### config.mk
export PLATFORM = sky130hd
export DESIGN_NAME = decoder_2to4_pulse
export DESIGN_NICKNAME = d
export VERILOG_FILES = /design/src/rtl/decoder_pkg.sv /design/src/rtl/sat_counter.sv /design/src/rtl/decoder_2to4_pulse.sv
export SDC_FILE = /design/constraint.sdc
export NUM_CORES = 1
export LEC_CHECK = 0
export CORE_MARGIN = 2
export CORE_UTILIZATION = 57
export CTS_CLUSTER_DIAMETER = 200
export DETAILED_ROUTE_END_ITERATION = 16
export GPL_TIMING_DRIVEN = 1
export HOLD_SLACK_MARGIN = 0.06
export PLACE_DENSITY = 0.82
export SLEW_MARGIN = 20
export SYNTH_ARGS = -nofsm -noshare
export SYNTH_HDL_FRONTEND = slang
export SYNTH_HIERARCHICAL = 1
export SYNTH_SLANG_ARGS = --single-unit
### constraint.sdc
create_clock -name clk -period 5.5 [get_ports clk]
set_input_delay 0.55 -clock clk [delete_from_list [all_inputs] [get_ports clk]]
set_output_delay 0.55 -clock clk [all_outputs]
set_load 0.01 [all_outputs]
### src/rtl/decoder_pkg.sv
// Shared definitions for the pulsed 2-to-4 decoder: FSM encoding, code
// constants, timer width and the code-to-line helper.
package decoder_pkg;

    localparam int TMR_W = 8;

    typedef enum logic [1:0] {
        IDLE  = 2'd0,
        PULSE = 2'd1,
        GAP   = 2'd2
    } state_e;

    localparam logic [1:0] CODE_D0 = 2'b00;
    localparam logic [1:0] CODE_D1 = 2'b01;
    localparam logic [1:0] CODE_D2 = 2'b10;
    localparam logic [1:0] CODE_D3 = 2'b11;

    // Map a 2-bit code to its one-hot line vector {d3,d2,d1,d0}.
    function automatic logic [3:0] onehot4(input logic [1:0] code);
        logic [3:0] v;
        v = 4'b0000;
        unique case (code)
            CODE_D0: v = 4'b0001;
            CODE_D1: v = 4'b0010;
            CODE_D2: v = 4'b0100;
            CODE_D3: v = 4'b1000;
            default: v = 4'b0000;
        endcase
        return v;
    endfunction

endpackage

### src/rtl/sat_counter.sv
// Saturating up-counter with a synchronous clear that overrides increment.
module sat_counter #(
    parameter int W = 8
) (
    input  logic         clk,
    input  logic         rst,
    input  logic         clr,
    input  logic         inc,
    output logic [W-1:0] q
);

    logic [W-1:0] cnt_q;
    logic [W-1:0] cnt_d;

    // Next count: clear wins, otherwise step up unless already at full scale.
    always_comb begin
        // NOTE: every comb output gets a default first so no path leaves it unassigned (no latch).
        cnt_d = cnt_q;
        if (clr) begin
            cnt_d = '0;
        end else if (inc && (cnt_q != {W{1'b1}})) begin
            cnt_d = cnt_q + 1'b1;
        end
    end

    // Count register with synchronous reset.
    always_ff @(posedge clk) begin
        if (rst) begin
            cnt_q <= '0;
        end else begin
            cnt_q <= cnt_d;
        end
    end

    assign q = cnt_q;

endmodule

### src/rtl/decoder_2to4_pulse.sv
// Sequential 2-to-4 decoder: accepts a code over valid/ready, drives the
// matching line for PULSE_LEN cycles, then holds one idle gap cycle.
// Per-line saturating accept counters support bring-up.
module decoder_2to4_pulse
    import decoder_pkg::*;
#(
    parameter int PULSE_LEN = 3,
    parameter int CNT_W     = 8
) (
    input  logic             clk,
    input  logic             rst,
    input  logic             a,
    input  logic             b,
    input  logic             in_valid,
    output logic             in_ready,
    input  logic             clr_cnt,
    output logic             d0,
    output logic             d1,
    output logic             d2,
    output logic             d3,
    output logic             busy,
    output logic [CNT_W-1:0] cnt0,
    output logic [CNT_W-1:0] cnt1,
    output logic [CNT_W-1:0] cnt2,
    output logic [CNT_W-1:0] cnt3
);

    localparam logic [TMR_W-1:0] TMR_LOAD = TMR_W'(PULSE_LEN - 1);

    state_e           state_q, state_d;
    logic [TMR_W-1:0] tmr_q,   tmr_d;
    logic [1:0]       code_q,  code_d;
    logic [3:0]       line_q,  line_d;

    logic             accept;
    logic [3:0]       inc;
    logic [CNT_W-1:0] cnt [4];

    assign accept = in_valid && in_ready;

    // State register: FSM state, pulse timer, latched code and registered lines.
    always_ff @(posedge clk) begin
        // NOTE: reset is sampled on the clock edge here, so it belongs inside the clocked branch only.
        if (rst) begin
            state_q <= IDLE;
            tmr_q   <= '0;
            code_q  <= '0;
            line_q  <= '0;
        end else begin
            // NOTE: state uses non-blocking assignments so every register sees pre-edge values.
            state_q <= state_d;
            tmr_q   <= tmr_d;
            code_q  <= code_d;
            line_q  <= line_d;
        end
    end

    // Next-state logic: accept in IDLE, count down in PULSE, one cycle of GAP.
    always_comb begin
        state_d = state_q;
        tmr_d   = tmr_q;
        code_d  = code_q;
        line_d  = line_q;
        unique case (state_q)
            IDLE: begin
                line_d = '0;
                if (accept) begin
                    state_d = PULSE;
                    tmr_d   = TMR_LOAD;
                    code_d  = {a, b};
                    line_d  = onehot4({a, b});
                end
            end
            PULSE: begin
                if (tmr_q == '0) begin
                    state_d = GAP;
                    line_d  = '0;
                end else begin
                    tmr_d  = tmr_q - 1'b1;
                    line_d = onehot4(code_q);
                end
            end
            GAP: begin
                state_d = IDLE;
                line_d  = '0;
            end
            default: begin
                state_d = IDLE;
                line_d  = '0;
            end
        endcase
    end

    // Outputs: handshake and status from registered state, lines from their register.
    always_comb begin
        in_ready = (state_q == IDLE) && !rst;
        busy     = (state_q != IDLE);
        d0       = line_q[0];
        d1       = line_q[1];
        d2       = line_q[2];
        d3       = line_q[3];
    end

    // One saturating accept counter per decoded line.
    for (genvar i = 0; i < 4; i++) begin : g_cnt
        assign inc[i] = accept && ({a, b} == 2'(i));

        sat_counter #(
            .W(CNT_W)
        ) u_cnt (
            .clk (clk),
            .rst (rst),
            .clr (clr_cnt),
            .inc (inc[i]),
            .q   (cnt[i])
        );
    end

    assign cnt0 = cnt[0];
    assign cnt1 = cnt[1];
    assign cnt2 = cnt[2];
    assign cnt3 = cnt[3];

endmodule
==> reports/summary.txt <==
async set or reset register ratio after synthesis: 0%
Clock Power Share: 34.5%
sw frac: 24.2%
max-slew violations: 0
Mapped Nets: 286
fmax: 350 MHz
Critical Path Sink Type: flop
Die ar.: 4990 sq um
vias per cell: 5.98
Post-synth top flop: dfxtp_1
Synth area leader: dfxtp_1
fin worst setup slack: 2.64 ns
#FFs+latches synth: 48
pwr dens: 212 nW/um^2
Max VDD drop: 0.000139 V
PostCTS Resize Cnt: 0
fin crit period: 2.86 ns
CTS buffer count: 5
most frequent cell after synthesis: dfxtp_1
WS Path Type: input port to flop
drt drc: 0
H-tree depth: 2
status: complete, no violations
Worst Setup Start Kind: input port
share of layout cells above drive strength 1: 7.89%
die height: 70.6 microns
WP data required: 5.69 ns
number of synthesized flops with an enable pin: 0
first-pass GRT wire length: 9270 microns
worst min path class: flop to flop
Seq/Total Area, Yosys: 38.0%
Post-Place Worst Slack: 2.37 ns
Routed WL per cell: 14.8 microns
crit-path max FO: 31
initial core utilization: 58.5%
vias in the first global route: 2070
NumNets Final: 329
combinational share of power: 10.3%
Final setup viols: 0
area fraction of the dominant cell type after synthesis: 38.0%
total grt overflow: 0
root buf cell: clkbuf_8
Final GP Congestion: 0.853
PortBufs: 43
hpwl dp: 3870 microns
io pins: 44
Hold Worst Slack: 0.501 ns
setup TNS: 0 ns
DRT iter0 DRCs: 145
pin count of the biggest net entering global routing: 32
fin crit share: 52.0%
NetSw: 0.158 mW
Worst-Skew Late Latency: 0.30 ns
Worst R2R Path Depth: 5
drt first pass iters: 4
Final Hold Viols: 0
Clock Tree Buf Depth: 2
Worst-path clk slew: 0.09 ns
num rows: 24
Internal: 0.493 mW
CTS Sinks: 48
CP arrival: 3.05 ns
Core ar.: 4320 sq um
top cells by area, synth: dfxtp_1, mux2i_1, a2111oi_4, nand2_1, a21oi_1
hold path cells: 2
synth cell count leaders: dfxtp_1, nand2_1, nor2_1
Die Wd: 70.6 microns
hold-fix buffers at CTS: 0
Slew HR: 27.8%
postcts setup bufs: 0
Flop pwr share: 55.2%
Leak: 1.11 nW
initial antenna violation count: 0
vias: 2206
worst slew pin tran: 1.08 ns
RSZ-0062 raised after global routing: no
cell count after synthesis: 274
Max Clock Skew: 0.0120 ns
Final ANT Viol Nets: 0
Yosys cell types: 43
Yosys warnings: 6
GRT Util Overall: 22.4%
Syn Std Cell Area: 2530 sq um
# diodes: 0
Area Overhead vs Synth: 21.6%
syn avg cell area: 9.23 sq um
Max-cap violations: 0
Routed WL: 5460 microns
CTS tree: yes
[metal layers]
metal	wire, microns	vias to the layer above	track usage (%)
li1	-	1107	-
met1	2540	1035	29.6
met2	2640	62	37.8
met3	270	2	4.84
met4	8	0	5.24
met5	0	-	0
[metrics by stage]
| step | cells | total power, mW | cell area (sq um) | utilization, % |
|---|---|---|---|---|
| CTS | 369 | 0.656 | 3080 | 71.1 |
| detailed placement | 362 | 0.434 | 2980 | 68.9 |
| global route | 369 | 0.678 | 3080 | 71.1 |
| finish | 369 | 0.651 | 3080 | 71.1 |
| floorplan | 274 | 0.411 | 2530 | - |
| global placement | 362 | 0.432 | 2980 | 68.9 |
[layout by cell type (no fill, tap or decap), types with 2 or more instances in the layout]
cell / netlist / routed
a2111oi_4: 4 / 4
a21boi_1: 8 / 8
a21boi_2: 4 / 4
a21oi_1: 18 / 18
a31oi_1: 6 / 6
and3_1: 13 / 13
and3b_1: 6 / 6
and4_1: 8 / 8
clkbuf_8: 0 / 7
clkdlybuf4s50_1: 0 / 43
dfxtp_1: 48 / 48
ha_1: 6 / 6
inv_1: 9 / 9
mux2i_1: 18 / 18
nand2_1: 25 / 25
nand3_1: 9 / 9
nand4_1: 8 / 8
nor2_1: 21 / 21
nor3_1: 3 / 3
nor4_1: 5 / 5
o211ai_1: 3 / 3
o21ai_0: 6 / 6
or2_2: 2 / 2
or3_1: 12 / 12
or4_1: 5 / 5
xor2_1: 4 / 4
[final timing paths]
path	startpoint	endpoint	slack [ns]
worst max-delay path	rst	g_cnt[0].u_cnt/q[5]$_SDFFE_PP0P_	2.64
worst min-delay path	g_cnt[3].u_cnt/q[1]$_SDFFE_PP0P_	g_cnt[3].u_cnt/q[1]$_SDFFE_PP0P_	0.50
worst max register to register	state_q[0]$_SDFFE_PP0P_	g_cnt[0].u_cnt/q[5]$_SDFFE_PP0P_	3.08
worst min register to register	g_cnt[3].u_cnt/q[1]$_SDFFE_PP0P_	g_cnt[3].u_cnt/q[1]$_SDFFE_PP0P_	0.50
[layout make-up]
type,count,area [sq um]
Timing Repair Buffer,44,438
Sequential cell,48,961
Inverter,9,33.8
Fill cell,336,1250
Clock buffer,7,96.3
Multi-Input combinational cell,209,1480
Tap cell,52,65.1
[logic make-up (layout without fill, tap and decap cells)]
family                     count (synthesis)  count (layout)  synth area share (%)
muxes                                     19              19                  7.71
and+or+nand+nor                          127             127                  29.2
AOI/OAI and AO/OA                         53              53                  17.3
DFF                                       48              48                  38.0
xor gates and xnor gates                   4               4                  1.38
buffers and inverters                     17              60                  3.46
adders and majority gates                  6               6                  2.97
[flip-flops by register name, indices dropped and copies added (netlist names)]
name	flops
g_cnt.u_cnt/q	32
line_q	4
code_q	2
state_q	2
tmr_q	8
[critical path: stages]
cell and delay [ns]:
clkdlybuf4s50_1 0.39, buf_4 0.25, nor4b_4 0.45, nor3b_1 0.58, and4_1 0.36, a31oi_1 0.14
a2111oi_4 0.32
[power by group through the flow]
| stage | Combinational [mW] | Clock [mW] | Sequential (mW) |
|---|---|---|---|
| after floorplan | 0.0445 | 0 | 0.366 |
| after global placement | 0.0651 | 0 | 0.367 |
| after detailed placement | 0.0665 | 0 | 0.367 |
| after CTS | 0.0668 | 0.230 | 0.359 |
| after global routing | 0.0741 | 0.243 | 0.360 |
| final | 0.0671 | 0.224 | 0.359 |
(Power assumes the default switching activity.)
